<file path="src/rtl/spi_ctrl_pkg.sv">
// spi_ctrl_pkg
// Shared constants and types for the SPI frame sequencer.
//   DEF_FRAME_BITS : default number of bits in one command frame
//   REPLY_W        : width of the reply word returned on miso
//   state_t        : sequencer states
// Optional reply path is controlled by the SPI_MISO_EN macro in the users.
package spi_ctrl_pkg;

  localparam int DEF_FRAME_BITS = 16;
  localparam int REPLY_W        = 4;

  typedef enum logic [2:0] {
    ARM,
    IDLE,
    SHIFT,
    DONE,
    ERR
  } state_t;

endpackage

</file>
<file path="src/rtl/spi_frame_ctrl_if.sv">
// spi_frame_ctrl_if
// Bundles the SPI pins and the decoder-side strobes of spi_frame_ctrl.
//   master modport : drives sclk/ss_n/mosi (and result), observes the rest
//   slave modport  : the sequencer itself
// Pins: sclk, ss_n, mosi (raw, asynchronous); shift_en, mosi_q, frame_done,
// frame_err, busy, bit_cnt (clk domain). With SPI_MISO_EN defined the
// result (reply word in) and miso (reply bit out) signals are added.
interface spi_frame_ctrl_if #(
  parameter int CNT_W = 5
);
  import spi_ctrl_pkg::*;

  logic             sclk;
  logic             ss_n;
  logic             mosi;
  logic             shift_en;
  logic             mosi_q;
  logic             frame_done;
  logic             frame_err;
  logic             busy;
  logic [CNT_W-1:0] bit_cnt;
`ifdef SPI_MISO_EN
  logic [REPLY_W-1:0] result;
  logic               miso;

  modport master (
    output sclk, ss_n, mosi, result,
    input  shift_en, mosi_q, frame_done, frame_err, busy, bit_cnt, miso
  );

  modport slave (
    input  sclk, ss_n, mosi, result,
    output shift_en, mosi_q, frame_done, frame_err, busy, bit_cnt, miso
  );
`else
  modport master (
    output sclk, ss_n, mosi,
    input  shift_en, mosi_q, frame_done, frame_err, busy, bit_cnt
  );

  modport slave (
    input  sclk, ss_n, mosi,
    output shift_en, mosi_q, frame_done, frame_err, busy, bit_cnt
  );
`endif

endinterface

</file>
<file path="src/rtl/spi_frame_ctrl_sync2.sv">
// sync2
// Two-flop synchronizer for one asynchronous input bit.
//   clk, rst : clock and synchronous active-high reset
//   d        : asynchronous input
//   q        : synchronized output, RST_VAL while in reset
module sync2 #(
  parameter logic RST_VAL = 1'b0
) (
  input  logic clk,
  input  logic rst,
  input  logic d,
  output logic q
);

  logic meta_reg;
  logic sync_reg;

  always_ff @(posedge clk) begin
    if (rst) begin
      meta_reg <= RST_VAL;
      sync_reg <= RST_VAL;
    end else begin
      meta_reg <= d;
      sync_reg <= meta_reg;
    end
  end

  assign q = sync_reg;

endmodule

</file>
<file path="src/rtl/spi_frame_ctrl.sv">
// spi_frame_ctrl
// Frame sequencer for the SPI command decoder. Synchronizes sclk/ss_n/mosi,
// issues one shift_en strobe per sclk rising edge (at most FRAME_BITS per
// frame) and reports complete frames with frame_done, short or overlong
// frames with frame_err.
//   clk, rst : clock, synchronous active-high reset
//   bus      : spi_frame_ctrl_if.slave (pins + decoder strobes)
// Macro SPI_MISO_EN: adds a reply register latched from bus.result at frame
// start and shifted out MSB first on bus.miso at sclk falling edges.
module spi_frame_ctrl
  import spi_ctrl_pkg::*;
#(
  parameter int FRAME_BITS = DEF_FRAME_BITS,
  parameter int CNT_W      = $clog2(DEF_FRAME_BITS + 1)
) (
  input  logic              clk,
  input  logic              rst,
  spi_frame_ctrl_if.slave   bus
);

  localparam logic [CNT_W-1:0] FULL_CNT = CNT_W'(FRAME_BITS);

  // Synchronizers, bit order {mosi, ss_n, sclk}. ss_n deliberately resets
  // to 0 ("selected"): coming out of reset mid-transfer must not look like
  // an idle bus, so ARM only leaves once a genuine high level is seen.
  logic [2:0] raw_vec;
  logic [2:0] sync_vec;

  assign raw_vec = {bus.mosi, bus.ss_n, bus.sclk};

  generate
    for (genvar gi = 0; gi < 3; gi++) begin : g_sync
      sync2 #(.RST_VAL(1'b0)) u_sync (
        .clk (clk),
        .rst (rst),
        .d   (raw_vec[gi]),
        .q   (sync_vec[gi])
      );
    end
  endgenerate

  logic sclk_s, ss_s, mosi_s;
  logic sclk_d_reg, ss_d_reg;
  logic sclk_rise, ss_rise, ss_fall;

  assign sclk_s    = sync_vec[0];
  assign ss_s      = sync_vec[1];
  assign mosi_s    = sync_vec[2];
  assign sclk_rise = sclk_s & ~sclk_d_reg;
  assign ss_rise   = ss_s & ~ss_d_reg;
  assign ss_fall   = ~ss_s & ss_d_reg;

  state_t           state_reg, state_next;
  logic [CNT_W-1:0] bit_cnt_reg, bit_cnt_next;
  logic             ovr_reg, ovr_next;
  logic             shift_en_reg, shift_en_next;
  logic             mosi_q_reg, mosi_q_next;
  logic             frame_done_reg, frame_done_next;
  logic             frame_err_reg, frame_err_next;

  always_ff @(posedge clk) begin
    if (rst) begin
      state_reg      <= ARM;
      bit_cnt_reg    <= '0;
      ovr_reg        <= 1'b0;
      shift_en_reg   <= 1'b0;
      mosi_q_reg     <= 1'b0;
      frame_done_reg <= 1'b0;
      frame_err_reg  <= 1'b0;
      sclk_d_reg     <= 1'b0;
      ss_d_reg       <= 1'b0;
    end else begin
      state_reg      <= state_next;
      bit_cnt_reg    <= bit_cnt_next;
      ovr_reg        <= ovr_next;
      shift_en_reg   <= shift_en_next;
      mosi_q_reg     <= mosi_q_next;
      frame_done_reg <= frame_done_next;
      frame_err_reg  <= frame_err_next;
      sclk_d_reg     <= sclk_s;
      ss_d_reg       <= ss_s;
    end
  end

  always_comb begin
    state_next      = state_reg;
    bit_cnt_next    = bit_cnt_reg;
    ovr_next        = ovr_reg;
    shift_en_next   = 1'b0;
    mosi_q_next     = mosi_q_reg;
    frame_done_next = 1'b0;
    frame_err_next  = 1'b0;

    case (state_reg)
      ARM: begin
        if (ss_s) state_next = IDLE;
      end
      IDLE: begin
        bit_cnt_next = '0;
        ovr_next     = 1'b0;
        if (ss_fall) state_next = SHIFT;
      end
      SHIFT: begin
        // An ss_n rise masks a coincident sclk edge: the frame ends first.
        if (ss_rise) begin
          state_next = (bit_cnt_reg == FULL_CNT) ? DONE : ERR;
        end else if (sclk_rise) begin
          if (bit_cnt_reg < FULL_CNT) begin
            shift_en_next = 1'b1;
            mosi_q_next   = mosi_s;
            bit_cnt_next  = bit_cnt_reg + CNT_W'(1);
          end else begin
            ovr_next = 1'b1;
          end
        end
      end
      DONE: begin
        frame_done_next = ~ovr_reg;
        frame_err_next  = ovr_reg;
        bit_cnt_next    = '0;
        state_next      = IDLE;
      end
      ERR: begin
        frame_err_next = 1'b1;
        bit_cnt_next   = '0;
        state_next     = IDLE;
      end
      default: state_next = ARM;
    endcase
  end

  assign bus.shift_en   = shift_en_reg;
  assign bus.mosi_q     = mosi_q_reg;
  assign bus.frame_done = frame_done_reg;
  assign bus.frame_err  = frame_err_reg;
  assign bus.busy       = (state_reg == SHIFT);
  assign bus.bit_cnt    = bit_cnt_reg;

`ifdef SPI_MISO_EN
  // Reply path: the word latched at frame start is shifted left on every
  // sclk falling edge; zeros fill in, so miso reads 0 after REPLY_W bits.
  logic               sclk_fall;
  logic [REPLY_W-1:0] reply_reg;
  logic               miso_reg;

  assign sclk_fall = ~sclk_s & sclk_d_reg;

  always_ff @(posedge clk) begin
    if (rst) begin
      reply_reg <= '0;
      miso_reg  <= 1'b0;
    end else if (state_reg == IDLE && ss_fall) begin
      reply_reg <= bus.result;
      miso_reg  <= 1'b0;
    end else if (state_reg == SHIFT) begin
      if (sclk_fall) begin
        miso_reg  <= reply_reg[REPLY_W-1];
        reply_reg <= {reply_reg[REPLY_W-2:0], 1'b0};
      end
    end else begin
      miso_reg <= 1'b0;
    end
  end

  assign bus.miso = miso_reg;
`endif

endmodule

</file>
<file path="src/flat_wrapper.sv">
// flat-port wrapper written by rule: the top's interface ports become plain ports
module spi_frame_ctrl_flat import spi_ctrl_pkg::*;
#(
  parameter int FRAME_BITS = DEF_FRAME_BITS,
  parameter int CNT_W      = $clog2(DEF_FRAME_BITS + 1)
)
  (clk, rst, bus_sclk, bus_ss_n, bus_mosi, bus_shift_en, bus_mosi_q, bus_frame_done, bus_frame_err, bus_busy, bus_bit_cnt);
  spi_frame_ctrl_if #(.CNT_W(CNT_W)) bus_i ();
  input  logic clk;
  input  logic rst;
  input wire logic [$bits(bus_i.sclk)-1:0] bus_sclk;
  input wire logic [$bits(bus_i.ss_n)-1:0] bus_ss_n;
  input wire logic [$bits(bus_i.mosi)-1:0] bus_mosi;
  output wire logic [$bits(bus_i.shift_en)-1:0] bus_shift_en;
  output wire logic [$bits(bus_i.mosi_q)-1:0] bus_mosi_q;
  output wire logic [$bits(bus_i.frame_done)-1:0] bus_frame_done;
  output wire logic [$bits(bus_i.frame_err)-1:0] bus_frame_err;
  output wire logic [$bits(bus_i.busy)-1:0] bus_busy;
  output wire logic [$bits(bus_i.bit_cnt)-1:0] bus_bit_cnt;
  assign bus_i.sclk = bus_sclk;
  assign bus_i.ss_n = bus_ss_n;
  assign bus_i.mosi = bus_mosi;
  assign bus_shift_en = bus_i.shift_en;
  assign bus_mosi_q = bus_i.mosi_q;
  assign bus_frame_done = bus_i.frame_done;
  assign bus_frame_err = bus_i.frame_err;
  assign bus_busy = bus_i.busy;
  assign bus_bit_cnt = bus_i.bit_cnt;
  spi_frame_ctrl #(.FRAME_BITS(FRAME_BITS), .CNT_W(CNT_W)) u_core (.clk(clk), .rst(rst), .bus(bus_i));
endmodule
</file>
<file path="config.mk">
export PLATFORM = sky130hd
export DESIGN_NAME = spi_frame_ctrl_flat
export DESIGN_NICKNAME = d
export VERILOG_FILES = /design/src/rtl/spi_ctrl_pkg.sv /design/src/rtl/spi_frame_ctrl_if.sv /design/src/rtl/spi_frame_ctrl_sync2.sv /design/src/rtl/spi_frame_ctrl.sv /design/src/flat_wrapper.sv
export SDC_FILE = /design/constraint.sdc
export NUM_CORES = 1
export LEC_CHECK = 0
export BUFFER_PORTS_ARGS = -buffer_cell sky130_fd_sc_hd__buf_2
export CORE_MARGIN = 8
export CORE_UTILIZATION = 53
export CTS_CLUSTER_SIZE = 14
export DETAILED_ROUTE_END_ITERATION = 10
export PLACE_DENSITY = 0.73
export SETUP_SLACK_MARGIN = 0.02
export SYNTH_ARGS = -nofsm -noshare
export SYNTH_HDL_FRONTEND = slang
export SYNTH_SLANG_ARGS = --single-unit
</file>
<file path="constraint.sdc">
create_clock -name clk -period 1.7 [get_ports clk]
set_clock_uncertainty 0.2 [all_clocks]
set_input_delay 0.34 -clock clk [delete_from_list [all_inputs] [get_ports clk]]
set_output_delay 0.34 -clock clk [all_outputs]
set_load 0.01 [all_outputs]
</file>
### Yosys cells after proc, flatten, opt, wreduce, memory -nomap -nowiden

Cells that the tools add are included.

* bits in registers: 21
* bits of input ports: 5
* output and inout bits: 10

* add/subtract/negate cells: 1
* order comparisons: 1
* equal/unequal tests: 12
* muxes and demuxes: 15
* bitwise logic cells: 11
* reduce and logical (&&, ||, !) cells: 11

Operators with widths (number)
* two-way mux 5 bit: 3
* two-way mux 3 bit: 4
* one-hot mux 3 bit (4 select lines): 1
* AND reduction 4 bit: 3
* one-hot mux 5 bit (2 select lines): 1
* != test 2 x 1 -> 1 bit (second input constant): 4
* inverter 1 bit: 8
* == test 3 x 2 -> 1 bit (second input constant): 2
* != test 2 bit (second input constant): 3
* adder 5 x 1 -> 5 bit (second input constant): 1
* == test 5 bit (second input constant): 1
* less-than comparator 5 bit (second input constant): 1
* two-way mux 1 bit: 4
* one-hot mux 1 bit (2 select lines): 2
* nonzero test 2 bit: 2
* OR reduction 2 bit: 2
* OR reduction 4 bit: 1
* AND 1 bit: 3
* == test 3 x 1 -> 1 bit (second input constant): 1
* == test 3 bit (second input constant): 1
* zero test 3 bit: 1
* AND reduction 3 bit: 1
* OR reduction 3 bit: 1

### Logic depth before layout (Yosys ltp)

* depth in word-level cells: 5
* depth in mapped cells: 6

### Modules after synthesis

From an unflattened synthesis, not the netlist that was laid out.

* cells, all modules: 81
* area, all modules: 809.5 µm²

Modules (own cells, without submodules)
* spi_frame_ctrl: times used 1, cells an instance 69, area an instance 651.9 µm², seq. area each 300.3 µm²
* sync2: times used 3, cells an instance 4, area an instance 52.6 µm², seq. area each 40.0 µm²

### Worst setup path before layout

Ideal clock, no wire load.

* path kind: reg-to-reg
* start: reg u_core.state_reg[1]
* end: reg u_core.bit_cnt_reg[2] (netlist: u_core.bus.bit_cnt[2])
* arrival time: 1.146 ns
* required time: 1.383 ns
* slack: 0.236 ns
* cell stages (with the launch flop): 7
* buffers on the path: 2
* clock period less this slack: 1.464 ns
* cell sequence: dfxtp_1 buf_6 nor2b_1 and4_1 buf_4 nand2_1 a32o_2

* cells in the longest elaborated chain, start to end: 4

RTL lines
* start, declared: RTL line spi_frame_ctrl.sv:53 `state_t state_reg, state_next;`
* start signal, assigned: RTL line spi_frame_ctrl.sv:73 `state_reg <= state_next;`
* == test 3 x 2 -> 1 bit (tied with other cells): RTL line spi_frame_ctrl.sv:94 `case (state_reg)`
* OR reduction 3 bit (no line)
* nonzero test 2 bit (no line)
* AND reduction 4 bit (no line)
* end signal, assigned: RTL line spi_frame_ctrl.sv:74 `bit_cnt_reg <= bit_cnt_next;`
* end, declared: RTL line spi_frame_ctrl.sv:54 `logic [CNT_W-1:0] bit_cnt_reg, bit_cnt_next;`

Several ways; a longest one is shown, not always the timed one.
A chain may end at the register's enable or synchronous reset.

### Worst setup path after layout

* start: reg u_core.state_reg[1]
* end: out bus_busy

* cells in the longest elaborated chain, start to end: 1

RTL lines
* == test 3 x 2 -> 1 bit: RTL line spi_frame_ctrl.sv:136 `assign bus.busy = (state_reg == SHIFT);`
* end, declared: RTL line flat_wrapper.sv:18 `output wire logic [$bits(bus_i.busy)-1:0] bus_busy;`

Every way passes these cells.

==> impl_metrics.tcl <==
set metrics [dict create \
    critPathArrivalTime_ps 1080 \
    yosysSeqAreaShare 0.471 \
    clockRootBuffer "clkbuf_4" \
    place_inst 123 \
    status "finished clean" \
    yosysUniqueCellTypes 34 \
    end_kind "primary output" \
    yosysTopAreaCell "dfxtp_1" \
    cts_tree "built" \
    grt_pass1_wl_um 2950 \
    multiInputGateArea_um2 433 \
    crit_fanout 6 \
    drt-pass1-iter-count 4 \
    postPlaceCellArea_um2 973 \
    yosysTopAreaCellShare 0.471 \
    yosys-top-cells-area "dfxtp_1, nor2b_1, nor2_1" \
    syn_avg_cell_area_um2 9.61 \
    core.rowCount 15 \
    syn-instance-count 93 \
    io_pins 15 \
    avgRoutedWirePerCell_um 12.7 \
    die_w_um 57.1 \
    fp.coreArea_um2 1650 \
    ctsLongestPathBuffers 2 \
    min_path_type "input pin to flip-flop" \
    diodes 0 \
    rsz0062_at_grt "no" \
    seqCellArea_um2 424 \
    critPathLaunchType "flip-flop" \
    gr-total-overflow 0 \
    drt-vias-per-instance 5.38 \
    worst_slew_pin_slew_ps 301 \
    layout.nets 119 \
    fmax_mhz 617 \
    yosysWarnings 0 \
    grt_antenna_before_repair 0 \
    initial_core_util 0.541 \
    final_area_um2 1030 \
    syn_area_um2 893 \
    p_leak_nw 0.432 \
    clkTransAtPathRegs_ps 120 \
    route.detailed.drc 0 \
    place.gp.congestion 0.727 \
    drive_above_1_share 0.297 \
    maxCapViolations 0 \
    numCtsBuffers 3 \
    setup_violations 0 \
    dp_hpwl_um 1220 \
    clkSinkCount 21 \
    first_iter_violations 11 \
    dieHeight_um 57.1 \
    htree_levels 1 \
    die-area_um2 3260 \
    worst_skew_pair.late_latency_ps 310 \
    grt_max_degree 13 \
    cp.required_ps 1160 \
    drv_slew 0 \
    synth-edff-count 0 \
    ant_nets 0 \
    fin_setup_tns_ps 0 \
    syn2layout_area_growth_pct 15.7 \
    final_cells 128 \
    path_class "flip-flop to primary output" \
    synth_seq_cells 21 \
    synth-async-reset-ratio 0 \
    cts-hold-fix-buffers 0 \
    hold_violations 0 \
    largest_register_ff_count 5 \
    numPortBuffers 14 \
    peakVddDrop_uv 550 \
    routed_wl_um 1630 \
    synth_nets 100 \
    vias 688 \
    synth-main-ff-cell "dfxtp_1" \
    grt_usage 0.109 \
    first_global_vias 685 \
    fin_crit_ps 1620 \
    fill_cells 145 \
    p_per_area_nw_per_um2 778 \
    slew_headroom 0.799 \
    fin_crit_sh 0.953 \
]
==> Yosys cell counts (2+ instances only) <==
library cell,count
nand2_1,5
ha_1,2
nand3_1,2
inv_1,4
dfxtp_1,21
buf_6,2
nor2b_1,13
a32oi_1,2
nor2_1,10
mux2i_1,2
nand2b_1,2
a31oi_1,2
nor3_1,4
a21oi_1,2
==> metrics by stage <==
stage / total power [W] / utilization / hold WS, ps / setup WS (ps)
after global routing: 0.000828 / 0.626 / 28.0 / 24.4
after global placement: 0.000559 / 0.589 / 218 / 127
after floorplan: 0.000544 / - / 212 / 236
after detailed placement: 0.000560 / 0.589 / 230 / 116
final: 0.000804 / 0.626 / 28.5 / 79.2
after CTS: 0.000809 / 0.620 / 26.2 / 38.0
==> cells in the final DEF, fill, tap and decap left out, drive strengths merged, types with 2 or more instances in the layout <==
master / synthesis / final
ha: 2 / 2
nor2b: 14 / 14
o21ai: 2 / 2
a32oi: 2 / 2
nand2b: 2 / 2
inv: 4 / 4
buf: 3 / 18
or2: 2 / 2
dfxtp: 21 / 21
nor3b: 3 / 3
a31oi: 2 / 2
clkbuf: 1 / 3
a21oi: 2 / 2
nand2: 5 / 5
mux2i: 2 / 2
nor3: 4 / 4
nor2: 10 / 10
nand3: 2 / 2
==> cell families after synthesis <==
kind of cell             synth area share
XOR/XNOR                          0.00981
multiplexers                       0.0224
adder cells (fa/ha/maj)            0.0280
flip-flops                          0.471
buffers and inverters              0.0546
AND/OR/NAND/NOR                     0.318
AO/OA/AOI/OAI                      0.0966
==> timing repair <==
item,in CTS,in global routing
setup buffers,1,0
endpoints found under the setup margin,1,4
gates resized for setup,2,4
==> area by class of cell <==
type,instances,share of cell area
inverters,4,0.0145
flip-flops and latches,21,0.410
clock buffers,3,0.0218
well taps,17,0.0206
repair buffers,18,0.109
multi-input cells,64,0.419
clock inverters,1,0.00484
==> power by group <==
group	switching, W	internal (W)
sequential	0.00000514	0.000501
clock	0.000161	0.0000880
combinational	0.0000236	0.0000258
==> routing by layer <==
metal	part of all wire	wire (um)	GRT usage	up-vias
met5	0	0	0	-
met4	0.020	33	0.0604	0
met3	0.069	113	0.0377	4
met2	0.46	748	0.171	19
met1	0.45	734	0.126	311
li1	-	-	-	354
==> final timing paths <==
kind	start	endpoint	slack, ps	depth (start not counted)
hold reg to reg	u_core.g_sync[1].u_sync.meta_reg	u_core.g_sync[1].u_sync.q	250	1
setup reg to reg	u_core.state_reg[0]	u_core.bus.bit_cnt[2]	130	5
setup / recovery	u_core.state_reg[1]	bus_busy	80	3
hold / removal	bus_mosi	u_core.g_sync[2].u_sync.meta_reg	30	2
==> worst max-delay path, stage by stage (launching register included) <==
cell and delay, ps:
dfxtp_1 450, nand2_2 100, nor2_1 100, buf_2 130
Power figures use the tool's default switching activity.
